===== src/rtl/cdb_arbiter_rr.sv =====
// Common data bus arbiter: grants up to CDB_WIDTH of NUM_FU results per cycle, parking losers in per-FU hold registers.
// Define CDB_ARB_RR_EN for round-robin scanning; without it the scan is fixed priority from FU0.
module cdb_arbiter_rr #(
    parameter int NUM_FU    = 8,
    parameter int CDB_WIDTH = 2,
    parameter int TAG_W     = 6,
    parameter int DATA_W    = 32,
    parameter int SRC_W     = $clog2(NUM_FU)
) (
    input  logic                        clock,
    input  logic                        reset,
    input  logic                        squash,
    input  logic [NUM_FU-1:0]           fu_valid,
    input  logic [NUM_FU*TAG_W-1:0]     fu_tag,
    input  logic [NUM_FU*DATA_W-1:0]    fu_data,
    output logic [NUM_FU-1:0]           fu_ready,
    output logic [CDB_WIDTH-1:0]        cdb_valid,
    output logic [CDB_WIDTH*TAG_W-1:0]  cdb_tag,
    output logic [CDB_WIDTH*DATA_W-1:0] cdb_data,
    output logic [CDB_WIDTH*SRC_W-1:0]  cdb_src
);

    logic [NUM_FU-1:0] hold_valid;
    logic [TAG_W-1:0]  hold_tag  [NUM_FU];
    logic [DATA_W-1:0] hold_data [NUM_FU];

    logic [NUM_FU-1:0] accept;
    logic [NUM_FU-1:0] req;
    logic [NUM_FU-1:0] grant;
    logic [TAG_W-1:0]  req_tag  [NUM_FU];
    logic [DATA_W-1:0] req_data [NUM_FU];

    logic [SRC_W-1:0]  scan_base;
    logic [SRC_W-1:0]  scan_idx;
    logic [SRC_W:0]    scan_sum;
    int                grant_cnt;

    logic [CDB_WIDTH-1:0] slot_valid;
    logic [TAG_W-1:0]     slot_tag  [CDB_WIDTH];
    logic [DATA_W-1:0]    slot_data [CDB_WIDTH];
    logic [SRC_W-1:0]     slot_src  [CDB_WIDTH];

    assign fu_ready = ~hold_valid;
    assign accept   = fu_valid & ~hold_valid;

    // A held entry always takes precedence over the (ignored) input of that FU.
    always_comb begin
        for (int i = 0; i < NUM_FU; i++) begin
            req[i]      = hold_valid[i] | accept[i];
            req_tag[i]  = hold_valid[i] ? hold_tag[i]  : fu_tag[i*TAG_W +: TAG_W];
            req_data[i] = hold_valid[i] ? hold_data[i] : fu_data[i*DATA_W +: DATA_W];
        end
    end

`ifdef CDB_ARB_RR_EN
    logic [SRC_W-1:0] rr_ptr;
    logic [SRC_W-1:0] last_idx;

    always_ff @(posedge clock or negedge reset) begin
        if (!reset) begin
            rr_ptr <= '0;
        end else if (!squash && (|grant)) begin
            rr_ptr <= (last_idx == SRC_W'(NUM_FU - 1)) ? '0 : last_idx + SRC_W'(1);
        end
    end

    assign scan_base = rr_ptr;
`else
    assign scan_base = '0;
`endif

    always_comb begin
        grant      = '0;
        grant_cnt  = 0;
        scan_sum   = '0;
        scan_idx   = '0;
        slot_valid = '0;
`ifdef CDB_ARB_RR_EN
        last_idx   = '0;
`endif
        for (int k = 0; k < CDB_WIDTH; k++) begin
            slot_tag[k]  = '0;
            slot_data[k] = '0;
            slot_src[k]  = '0;
        end
        for (int j = 0; j < NUM_FU; j++) begin
            scan_sum = {1'b0, scan_base} + (SRC_W+1)'(j);
            if (scan_sum >= (SRC_W+1)'(NUM_FU)) begin
                scan_sum = scan_sum - (SRC_W+1)'(NUM_FU);
            end
            scan_idx = scan_sum[SRC_W-1:0];
            if (req[scan_idx] && (grant_cnt < CDB_WIDTH)) begin
                grant[scan_idx] = 1'b1;
                for (int k = 0; k < CDB_WIDTH; k++) begin
                    if (grant_cnt == k) begin
                        slot_valid[k] = 1'b1;
                        slot_tag[k]   = req_tag[scan_idx];
                        slot_data[k]  = req_data[scan_idx];
                        slot_src[k]   = scan_idx;
                    end
                end
`ifdef CDB_ARB_RR_EN
                last_idx = scan_idx;
`endif
                grant_cnt = grant_cnt + 1;
            end
        end
    end

    // Hold registers: a granted entry leaves, an accepted loser is parked.
    always_ff @(posedge clock or negedge reset) begin
        if (!reset) begin
            hold_valid <= '0;
            for (int i = 0; i < NUM_FU; i++) begin
                hold_tag[i]  <= '0;
                hold_data[i] <= '0;
            end
        end else begin
            for (int i = 0; i < NUM_FU; i++) begin
                if (squash || grant[i]) begin
                    hold_valid[i] <= 1'b0;
                end else if (accept[i]) begin
                    hold_valid[i] <= 1'b1;
                    hold_tag[i]   <= fu_tag[i*TAG_W +: TAG_W];
                    hold_data[i]  <= fu_data[i*DATA_W +: DATA_W];
                end
            end
        end
    end

    // Broadcast registers; empty slots carry all-zero fields.
    always_ff @(posedge clock or negedge reset) begin
        if (!reset) begin
            cdb_valid <= '0;
            cdb_tag   <= '0;
            cdb_data  <= '0;
            cdb_src   <= '0;
        end else if (squash) begin
            cdb_valid <= '0;
            cdb_tag   <= '0;
            cdb_data  <= '0;
            cdb_src   <= '0;
        end else begin
            cdb_valid <= slot_valid;
            for (int k = 0; k < CDB_WIDTH; k++) begin
                cdb_tag[k*TAG_W +: TAG_W]    <= slot_tag[k];
                cdb_data[k*DATA_W +: DATA_W] <= slot_data[k];
                cdb_src[k*SRC_W +: SRC_W]    <= slot_src[k];
            end
        end
    end

endmodule

===== config.mk =====
export PLATFORM = sky130hd
export DESIGN_NAME = cdb_arbiter_rr
export DESIGN_NICKNAME = d
export VERILOG_FILES = /design/src/rtl/cdb_arbiter_rr.sv
export SDC_FILE = /design/constraint.sdc
export NUM_CORES = 1
export LEC_CHECK = 0
export CAP_MARGIN = 40
export CORE_ASPECT_RATIO = 0.7
export CORE_MARGIN = 2
export CORE_UTILIZATION = 30
export DETAILED_ROUTE_END_ITERATION = 8
export GPL_TIMING_DRIVEN = 0
export PLACE_DENSITY = 0.52
export SLEW_MARGIN = 0
export SYNTH_ARGS = -nofsm -noshare
export SYNTH_HDL_FRONTEND = slang
export SYNTH_SLANG_ARGS = --single-unit

===== constraint.sdc =====
create_clock -name clock -period 15.7 [get_ports clock]
set_input_delay 1.57 -clock clock [delete_from_list [all_inputs] [get_ports clock]]
set_output_delay 1.57 -clock clock [all_outputs]
set_load 0.02 [all_outputs]

==> results.cfg, run 1 <==
[outcome]
status = finished, final reports clean

[synth]
synth.area.top_cells = dfrtp_1, mux2_2, mux2i_1, clkbuf_1, o21ai_0
synth_cells = 2120
ys_ff_latch = 396
avgSynthCellArea_um2 = 10.6
yosys.area.top_type = dfrtp_1
synthFlopType = dfrtp_1
synth-seq-area-share_pct = 43.9
syn_area_mm2 = 0.0226
yosys_warnings = 0
synth_top_area_share_pct = 43.9
ys_async_sr_fraction_pct = 100
synth_cell_types = 63
synth_edf_count = 0

[clock_tree]
ctsHoldBuffers = 0
insertion_delay_ns = 0.59
path_clk_slew_ns = 0.06
cts_root_buf = clkbuf_16
cts-resized-gates = 0
h-tree-depth = 2
cts-buffers-inserted = 44
cts_buffer_depth = 3
cts_tree = built
cts_setup_buffers = 0
cts_sinks = 396

[drt]
drtIter0Drc = 1732
drt-total-wl_um = 96000
viasPerCell = 5.44
drc = 0
via_count = 19700
ant_nets = 0
wire_per_inst_um = 26.5
firstDrtPassIters = 6

[critical_path]
worst-path-buf-inv = 9
cp_data_required_time_ns = 16.10
worstPathMaxFanout = 11
critPathArrivalTime_ns = 9.19
critPathKind = input pin to flop
end_kind = flop
path_depth = 26
cpPeakStageDelay_ns = 0.44
crit_slowest_cell = clkbuf_1
path_common_cell = ha_1
crit_path_start_kind = input pin
rr_worst_depth = 26
path_delay_family = buffers and inverters

[place]
dpl_worst_slack_ns = 6.42
dp_cells = 3529
portBuffers = 404
gp_congestion = 0.935
dpl.hpwl_um = 78100

[floorplanning]
die_h_um = 234
core_mm2 = 0.0748
die_area_mm2 = 0.0775
fp.dieW_um = 332
ioPinCount = 407
row_count = 84
initial_core_util_pct = 30.2

[timing]
tns_ns = 0
finalCritPeriodShare_pct = 56.0
setup_viol = 0
max_freq_ghz = 0.114
setup_ws_ns = 6.90
hold_viol_final = 0
skew_ns = 0.0340
layout_min_cycle_time_ns = 8.80
slew_headroom_pct = 26.8
tightest_slew_ns = 1.08
final_max_slew_viol_count = 0
rsz0062_at_grt = no

[grt]
grtUsageTotal_pct = 24.0
grt_pass1_vias = 19900
grt_pass1_wl_um = 136000
antenna_found_initial = 14
grt_max_degree = 87
grt-ovfl-total = 0

[power]
internal_power_mw = 2.18
seq_power_share_pct = 40.6
ir_drop_mv = 0.0720
leakage_nw = 12.1
p_clk_share_pct = 33.1
p_comb_share_pct = 26.3
p_sw_uw = 966
p_per_area_mw_per_mm2 = 107
netSwitchingFraction_pct = 30.7

[final_layout]
finish.utilization_pct = 39.4
fin_cells = 3618
synthToLayoutAreaGrowth_pct = 30.7
fillCellCount = 7320
fin_nets = 2916
drive_gt1_share_pct = 19.5

[job]
max_cap_violations = 0

[min_path]
holdPathStages = 1
hold_class = flop to flop
==> logic make-up (layout without fill, tap and decap cells) <==
group / after synthesis / after routing / synth area share, %
multiplexers: 532 / 532 / 25.5
AO/OA/AOI/OAI: 502 / 502 / 16.3
flip-flops: 396 / 396 / 43.9
AND/OR/NAND/NOR: 376 / 376 / 8.13
buffers and inverters: 300 / 801 / 5.51
adder cells (fa/ha/maj): 12 / 12 / 0.665
other: 1 / 9 / 0.0166
XOR/XNOR: 1 / 1 / 0.0388
==> placed cells by master (no fill, tap or decap), types with 38 or more instances in the layout <==
master,Yosys,final
clkdlybuf4s50_1,0,403
nor2b_1,39,39
mux2_2,323,323
a221oi_1,38,38
buf_2,40,47
mux2i_1,196,196
a21oi_1,86,86
nor2_1,88,88
nand2_1,128,128
dfrtp_1,396,396
o311ai_0,38,38
o21ai_0,117,117
and3_1,77,77
clkbuf_16,0,45
clkbuf_1,201,213
==> metrics by stage <==
step                      hold slack, ns  total power, mW  cell area (um2)
final                              0.453             3.15            29500
after global routing               0.467             3.28            29500
after CTS                          0.459             3.16            29500
after detailed placement           0.446             2.11            28000
after global placement             0.440             2.09            27900
after floorplan                    0.429             1.74            22600
==> registers in the layout, indices dropped and copies added, names as in the netlist <==
signal	count
hold_data	256
cdb_tag	12
cdb_data	64
hold_valid	8
cdb_src	6
cdb_valid	2
hold_tag	48
==> area by class of cell <==
class	count	area, um2	area share [%]
diodes	7	17.5	0.0594
plain buffers	280	1170	3.96
clock buffers	68	1320	4.48
clock inverters	11	98.8	0.335
inverters	20	75.1	0.255
multi-input cells	1425	11400	38.7
flip-flops and latches	396	9910	33.6
well taps	989	1240	4.20
repair buffers	422	4240	14.4
==> Yosys cell counts, drive strengths merged (2+ instances only) <==
library cell,instances
a21oi,86
o221ai,37
a211o,2
nand3,7
dfrtp,396
nor2,89
o22ai,4
or2,4
clkbuf,201
nor2b,39
and2,3
o311ai,38
and4,8
or3,3
o32ai,36
o21a,4
and3,77
o31ai,3
nand4,7
nor3,9
inv,19
o211ai,6
nand2,128
mux2i,196
mux2,336
o22a,3
a221oi,38
a31oi,7
buf,79
a2111oi,2
o21ai,119
a41oi,2
a32oi,36
ha,12
a211oi,37
a31o,2
o221a,36
==> routing by layer <==
layer	global-route usage [%]	share of wire (%)	routed length (um)
met1	34.6	47	45300
met2	36.5	43	41200
met3	5.51	7.8	7520
met4	5.26	1.9	1830
met5	0	0.11	103
==> power groups by stage <==
| stage | Combinational, mW | Clock (mW) | Sequential [mW] |
|---|---|---|---|
| 4_1_cts | 0.822 | 1.06 | 1.28 |
| 2_1_floorplan | 0.442 | 0 | 1.29 |
| 6_report | 0.830 | 1.04 | 1.28 |
| 3_3_place_gp | 0.800 | 0 | 1.29 |
| 5_1_grt | 0.882 | 1.10 | 1.30 |
| 3_5_place_dp | 0.819 | 0 | 1.30 |
==> path summary, 6_finish.rpt <==
| path | from | to | slack (ns) |
|---|---|---|---|
| setup / recovery | fu_valid[0] | cdb_tag[8] | 6.90 |
| setup reg to reg | hold_valid[0] | cdb_tag[8] | 7.58 |
| min in group asynchronous | reset | cdb_data[18] | 0.96 |
| max in group asynchronous | reset | hold_data[231] | 13.43 |
| hold / removal | hold_data[229] | hold_data[229] | 0.45 |
| hold reg to reg | hold_data[229] | hold_data[229] | 0.45 |
(Power assumes the default switching activity.)
==> run 2: changes to the inputs <==
Clock period 15.7 ns to 8.2 ns, I/O delays scaled along.
==> run 2 against run 1 <==
  * Cell count decreased by 0.14%
  * Clock power increased by 91%
  * Power increased by 91%
  * Die area unchanged
  * Register-to-register slack got worse by 6.9 ns
  * Routed wire length decreased by 0.18%
  * Combinational power increased by 92%
  * Sequential power increased by 91%
  * Flip-flop and latch count unchanged
  * Count of clock-buffer cells in the layout unchanged
  * Largest power group unchanged
  * Highest routed layer unchanged
==> results.cfg, run 2 (same netlist as run 1, synthesis figures left out) <==
[grt]
grt-ovfl-total = 0
grt_use_met2_pct = 36.5
grtUsageTotal_pct = 24.0
grt-busiest-layer = met2
grt_pass1_vias = 19900
use_met3_pct = 5.51
grt_max_degree = 87
grt_pass1_wl_um = 136000
use_met1_pct = 34.6
antenna_found_initial = 14

[clock_tree]
cts_setup_buffers = 0
cts_buffer_depth = 3
h-tree-depth = 2
ctsHoldBuffers = 0
insertion_delay_ns = 0.60
cts_sinks = 396
cts_tree = built
path_clk_slew_ns = 0.06
cts_root_buf = clkbuf_16
cts-buffers-inserted = 44

[drt]
ant_nets = 0
drc = 0
firstDrtPassIters = 5
wire_per_inst_um = 26.5
viasPerCell = 5.43
drt-total-wl_um = 95800
via_count = 19600
drtIter0Drc = 1603

[critical_path]
critPathArrivalTime_ns = 8.01
critPathKind = input pin to flop
cp_data_required_time_ns = 8.60
cpPeakStageDelay_ns = 0.64
crit_path_start_kind = input pin
path_common_cell = ha_1
worstPathCellList = clkdlybuf4s50_1, or2_2, ha_1, clkbuf_1, or3_1, clkbuf_1, clkbuf_2, nand2_1, ha_1, nand2_1, o21a_4, buf_4, ha_1, a21boi_0, ha_1, o31a_1, ha_1, a21oi_1, a211oi_1, nand3_1, or3_1, buf_2, buf_6, o32ai_1
crit_slowest_cell = clkdlybuf4s50_1
end_kind = flop
worstPathMaxFanout = 11
rr_worst_depth = 25

[power]
p_sw_mw = 1.84
p_clk_share_pct = 33.1
power.total_mw = 6.03
p_comb_share_pct = 26.3
netSwitchingFraction_pct = 30.6
p_per_area_mw_per_mm2 = 204
internal_power_mw = 4.18
leakage_nw = 12.1
ir_drop_mv = 0.138
seq_power_share_pct = 40.6

[final_layout]
reg_top3 = hold_data (256), cdb_data (64), hold_tag (48)
largest_register = hold_data
drive_gt1_share_pct = 19.6
multi_input_comb_area_mm2 = 0.0114
regArea_mm2 = 0.00991
largest_register_ffs = 256
finish.utilization_pct = 39.4
synthToLayoutAreaGrowth_pct = 30.6
fin_nets = 2913
layout_common_cells = clkdlybuf4s50_1, dfrtp_1, mux2_2
layout_commonest_cell = clkdlybuf4s50_1
fillCellCount = 7320

[timing]
holdWs_ns = 0.213
final_max_slew_viol_count = 0
setup_ws_ns = 0.585
max_freq_ghz = 0.131
finalCritPeriodShare_pct = 92.9
tightest_slew_ns = 1.10
slew_headroom_pct = 25.5
hold_viol_final = 0
skew_ns = 0.0340
tns_ns = 0
setup_viol = 0
layout_min_cycle_time_ns = 7.61
rsz0062_at_grt = no

[place]
portBuffers = 404
dpl.hpwl_um = 78100
dpl_worst_slack_ns = -0.325
gp_congestion = 0.935

[floorplanning]
die_h_um = 234
die_area_mm2 = 0.0775
initial_core_util_pct = 30.2
ioPinCount = 407
row_count = 84
core_mm2 = 0.0748
fp.dieW_um = 332

[job]
max_cap_violations = 0

[min_path]
hold_class = input pin to asynchronous set/reset pin

[outcome]
status = finished, final reports clean
run 2: final timing paths:
kind	startpoint	to	slack [ns]
worst max-delay path	fu_valid[1]	cdb_tag[8]	0.59
worst min-delay path	reset	cdb_data[18]	0.21
worst max register to register	hold_valid[1]	cdb_tag[8]	0.65
worst min register to register	hold_data[229]	hold_data[229]	0.45
max in group asynchronous	reset	hold_data[231]	6.69
min in group clock	hold_data[229]	hold_data[229]	0.45
run 2: per-stage QoR:
stage	std cells	area, um2
finish	3613	29500
global route	3611	29500
CTS	3608	29500
detailed placement	3529	28000
global placement	3514	27900
floorplan	2121	22600
run 2: power groups by stage:
stage | registers [mW] | clock network [mW] | logic, mW
2_1_floorplan | 2.48 | 0 | 0.846
3_3_place_gp | 2.47 | 0 | 1.53
3_5_place_dp | 2.48 | 0 | 1.57
4_1_cts | 2.44 | 2.04 | 1.57
5_1_grt | 2.48 | 2.11 | 1.69
6_report | 2.45 | 1.99 | 1.59
run 2: repair_timing:
item	CTS	global route
gates resized for setup	0	5
setup endpoints to repair	0	76
hold endpoints to repair	0	0
run 2: routing by layer:
layer	part of all wire [%]	up-vias
met5	0.094	-
met4	1.9	16
met3	8.7	116
met2	43	789
met1	46	9922
li1	-	8786
run 2: critical path, delay by kind of cell:
kind	cells	cell delay (ns)
AO/OA/AOI/OAI	6	1.66
adder cells (fa/ha/maj)	5	1.50
buffers and inverters	7	2.39
AND/OR/NAND/NOR	6	1.60
run 2: layout make-up:
| type | count | share of cell area [%] |
|---|---|---|
| timing repair buffer | 422 | 14.4 |
| clock buffer | 68 | 4.49 |
| inverter | 20 | 0.255 |
| tap | 989 | 4.20 |
| multi-input combinational | 1425 | 38.7 |
| clock inverter | 11 | 0.335 |
| antenna | 5 | 0.0424 |
| buffer | 277 | 3.94 |
| sequential | 396 | 33.6 |
